==> src/rtl/hazard_ctrl.sv <==
// hazard_ctrl: load-use and HI/LO-unit hazard detection, branch flush control and saturating stall counter
module hazard_ctrl #(
    parameter int MUL_LAT = 4,
    parameter int DIV_LAT = 32
) (
    input  logic        clk,
    input  logic        rst_n,
    input  logic [4:0]  ID_regRs,
    input  logic [4:0]  ID_regRt,
    input  logic        ID_usesRt,
    input  logic [4:0]  ID_EX_regRt,
    input  logic        ID_EX_memRead,
    input  logic        ID_isMulDiv,
    input  logic        ID_isDiv,
    input  logic        ID_readsHiLo,
    input  logic        EX_branchTaken,
    output logic        pcWrite,
    output logic        IF_ID_write,
    output logic        IF_ID_flush,
    output logic        ID_EX_flush,
    output logic        md_start,
    output logic        md_busy,
    output logic        md_done,
    output logic [15:0] stall_cycles
);
    logic [5:0]  md_cnt_q, md_cnt_d;
    logic [15:0] stall_q, stall_d;
    logic        lu, mh, st;
    assign md_busy      = md_cnt_q != 6'd0;
    assign md_done      = md_cnt_q == 6'd1;
    assign stall_cycles = stall_q;
    always_comb begin
        lu          = ID_EX_memRead && ID_EX_regRt != 5'd0 &&
                      (ID_EX_regRt == ID_regRs || (ID_usesRt && ID_EX_regRt == ID_regRt));
        mh          = md_busy && (ID_isMulDiv || ID_readsHiLo);
        st          = (lu || mh) && !EX_branchTaken;
        pcWrite     = !st;
        IF_ID_write = !st;
        IF_ID_flush = EX_branchTaken;
        ID_EX_flush = st || EX_branchTaken;
        md_start    = ID_isMulDiv && !st && !EX_branchTaken;
        md_cnt_d    = md_start ? (ID_isDiv ? 6'(DIV_LAT) : 6'(MUL_LAT))
                               : (md_busy ? md_cnt_q - 6'd1 : md_cnt_q);
        stall_d     = (st && stall_q != 16'hFFFF) ? stall_q + 16'd1 : stall_q;
    end
    always_ff @(posedge clk or negedge rst_n) begin
        if (!rst_n) begin
            md_cnt_q <= 6'd0;
            stall_q  <= 16'd0;
        end else begin
            md_cnt_q <= md_cnt_d;
            stall_q  <= stall_d;
        end
    end
endmodule

==> config.mk <==
export PLATFORM = sky130hd
export DESIGN_NAME = hazard_ctrl
export DESIGN_NICKNAME = d
export VERILOG_FILES = /design/src/rtl/hazard_ctrl.sv
export SDC_FILE = /design/constraint.sdc
export NUM_CORES = 1
export LEC_CHECK = 0
export BUFFER_PORTS_ARGS = -buffer_cell sky130_fd_sc_hd__buf_2
export CAP_MARGIN = 30
export CORE_MARGIN = 2
export CORE_UTILIZATION = 35
export CTS_BUF_LIST = sky130_fd_sc_hd__clkbuf_8
export DETAILED_ROUTE_END_ITERATION = 12
export HOLD_SLACK_MARGIN = 0.15
export SYNTH_ARGS = -nofsm -noshare
export SYNTH_HDL_FRONTEND = slang
export SYNTH_SLANG_ARGS = --single-unit
export TNS_END_PERCENT = 30
==> constraint.sdc <==
create_clock -name clk -period 2.34 [get_ports clk]
set_clock_uncertainty 0.05 [all_clocks]
set_input_delay 0.585 -clock clk [delete_from_list [all_inputs] [get_ports clk]]
set_output_delay 0.585 -clock clk [all_outputs]
set_load 0.05 [all_outputs]
==> impl_metrics.csv <==
group,metric,value,unit
timing,min_period,2670,ps
timing,fmax,0.374,GHz
logic_synthesis,avgSynthCellArea,9.93,µm²
min_path,hold_path.class,"primary input to asynchronous set/reset pin",
logic_synthesis,yosysTopAreaCellShare,42.3,%
timing,worstMarginPinSlew,510,ps
setup_path,r2r_setup_slack,250,ps
timing,post-route-period-util,114,%
setup_path,worstSetupPathType,"primary input to output port",
logic_synthesis,synth-simple-area-share,21.4,%
route,routed_wl,3410,µm
route,drc,0,
setup_path,reg2reg_to,"stall_cycles[12]",
place,port_buffers,45,
logic_synthesis,synth_ff_type,"dfrtp_1",
logic_synthesis,synth_top_family_by_area,"simple AND/OR/NAND/NOR gates",
logic_synthesis,muxShareOfSynthArea,2.02,%
route,via_per_inst,4.96,
setup_path,crit_path_frequent_cell,"buf_6",
logic_synthesis,syn_area,1300,µm²
setup_path,path_cells,"buf_6 -> or4_4 -> o21ai_4 -> inv_2 -> a211o_1 -> nor2_2 -> buf_6",
clocking,cts_made_buffers,3,
floorplan,ios,46,
pwr,seqPwrFrac,31.0,%
logic_synthesis,synth_nets,158,
logic_synthesis,netlist_instances,131,
grt,gr-total-overflow,0,
pwr,power_switching,776,µW
setup_path,critPathLaunch,"ID_EX_regRt[1]",
logic_synthesis,synth_edf_count,0,
final_layout,area_growth,50.3,%
pwr,sw_frac_of_total,41.0,%
floorplan,dieHeight,65.0,µm
floorplan,row_count,22,
final_layout,n_fill_cell,342,
logic_synthesis,synthAdderAreaFrac,3.85,%
route,dr.pass1.iters,4,
clocking,cts.sinks,22,
floorplan,fp.dieW,65.0,µm
pwr,p_int,1120,µW
logic_synthesis,async_flop_share,100,%
setup_path,setup.worst_path.end_class,"output port",
floorplan,initial_core_util,36.1,%
setup_path,setup.worst_path.start_class,"primary input",
grt,gr-usage-all-layers,16.6,%
route,post_drt_wl_per_cell,13.6,µm
setup_path,slowest_stage,"or4_4",
route,vias,1244,
timing,drv_slew,0,
floorplan,design.die.area,4220,µm²
final_layout,stdcell_count,251,
clocking,cts_buffer_depth,2,
clocking,htree_num_levels,1,
run,cap_viol_max_count,0,
timing,finalWorstSetupSlack,-332,ps
clocking,root_buffer,"clkbuf_8",
route,dr.first_iter.drc_count,44,
status,outcome,"complete, but fails checks",
final_layout,fin_util,54.2,%
timing,slew_headroom,66.0,%
floorplan,core,3610,µm²
logic_synthesis,ys_ff_latch,22,
setup_path,reg2regPathDepth,9,
setup_path,cp_data_required_time,1700,ps
timing,rsz0062_at_grt,"yes",
final_layout,n_antenna_cell,0,
final_layout,drive_gt1_share,44.8,%
setup_path,arrival,2040,ps
clocking,cts_tree,"yes",
final_layout,fin_nets,231,
place,dp_hpwl,2560,µm
clocking,clk_latency,260,ps
pwr,leakage,0.000983,µW
pwr,ir_drop,0.732,mV
logic_synthesis,ys_seq_area_share,42.3,%
logic_synthesis,ys_warn_count,0,
grt,antenna_found_initial,0,
logic_synthesis,synth_top_cell_by_area,"dfrtp_1",
pwr,p_comb_share,50.3,%
logic_synthesis,ys_types,36,
logic_synthesis,synth-compound-area-share,8.85,%
setup_path,crit_fanout,3,
timing,fin_hold_ws,236,ps
logic_synthesis,synth-xor-area-share,17.5,%
pwr,power_frac_clock,18.7,%
setup_path,cpPeakStageDelay,540,ps
grt,grt_max_degree,23,
place,place_congestion,0.827,
logic_synthesis,yosys-top-cells-area,"dfrtp_1, xnor2_1, nand4_1",
grt,grt_pass1_wl,5520,µm
place,placed_cells,244,
setup_path,timing.rr.start,"md_cnt_q[0]",
timing,setup_viol,4,
status,failed_checks,"negative setup slack",
place,place_ws,-402,ps
timing,hold_violations,0,
grt,grt_pass1_vias,1270,
pwr,power_density,968,nW/µm²
route,ant_nets,0,
clocking,clk_pin_slew_worst_paths,90,ps
## cell families (layout without fill, tap and decap cells)
group / Yosys count / count (layout)
compound gates: 16 / 16
xor+xnor: 26 / 26
fa+ha+maj: 4 / 4
buf+inv: 10 / 82
flops: 22 / 22
mux: 2 / 2
simple gates: 51 / 51
## metrics by stage
step / instance area [µm²] / TNS (ps) / total power [µW]
after global placement: 1740 / -1670 / 1460
after global routing: 1960 / -1210 / 2010
final: 1960 / -1050 / 1890
after detailed placement: 1740 / -2130 / 1490
after CTS: 1850 / -1030 / 1870
after floorplan: 1310 / -889 / 1160
## sequential cells by signal, indices dropped and copies added, names as in the netlist
register	cells
stall_cycles	16
md_cnt_q	6
## how the worst max path moves through the flow
stage / end / slack (ps) / cells past startpoint
finish: md_start / -330 / 7
global route: md_start / -370 / 7
CTS: md_start / -310 / 7
detailed placement: md_start / -400 / 7
global placement: md_start / -380 / 7
floorplan: md_start / -350 / 5
## cell type report
class	instances	area (µm²)	share of cell area [%]
clock buffer	3	41.3	2.11
clock inverter	1	30.0	1.54
inverter	7	26.3	1.34
multi-input combinational	99	779	39.9
sequential	22	551	28.2
tap	48	60.1	3.07
timing repair buffer	71	468	23.9
## worst max-delay path, delay by kind of cell
kind	cells	cell delay, ps
AO/OA/AOI/OAI	2	460
buffers and inverters	3	330
AND/OR/NAND/NOR	2	650
## power groups by stage
stage / combinational (µW) / sequential, µW / clock, µW
final: 953 / 587 / 355
after global routing: 1030 / 600 / 378
after CTS: 920 / 585 / 363
after detailed placement: 901 / 590 / 0
after global placement: 875 / 581 / 0
after floorplan: 380 / 785 / 0
## placed cells by master (no fill, tap or decap), types with 2 or more instances in the layout
cell / netlist / layout
and4_1: 2 / 2
xnor2_2: 0 / 3
dfrtp_1: 22 / 22
nor3_1: 3 / 3
ha_1: 4 / 4
and3_1: 4 / 4
and2_1: 2 / 2
buf_4: 2 / 25
inv_1: 7 / 6
a21oi_1: 4 / 3
nand4_1: 9 / 9
clkbuf_8: 0 / 3
nand2_1: 13 / 12
nor2_1: 4 / 3
xnor2_1: 23 / 20
buf_2: 0 / 38
xor2_1: 3 / 3
nand3_1: 6 / 6
a21o_1: 2 / 2
buf_6: 1 / 6
## synthesized netlist by cell type (3+ instances only)
cell type / n
xnor2_1: 23
dfrtp_1: 22
nand2_1: 13
nand4_1: 9
inv_1: 7
nand3_1: 6
a21oi_1: 4
and3_1: 4
ha_1: 4
nor2_1: 4
nor3_1: 3
xor2_1: 3
## per-layer routing
metal,wire [µm],global-route usage (%),vias up
met4,11,2.93,0
li1,-,-,605
met1,1400,18.7,614
met3,130,3.47,2
met5,0,0,-
met2,1870,32.0,23
## timing repair
item	CTS	global route
endpoints found under the setup margin	5	7
buffers inserted	0	3
hold buffers	0	0
pin swaps	0	2
resized for setup	12	15
No activity file was read; power rests on OpenSTA's default activity.
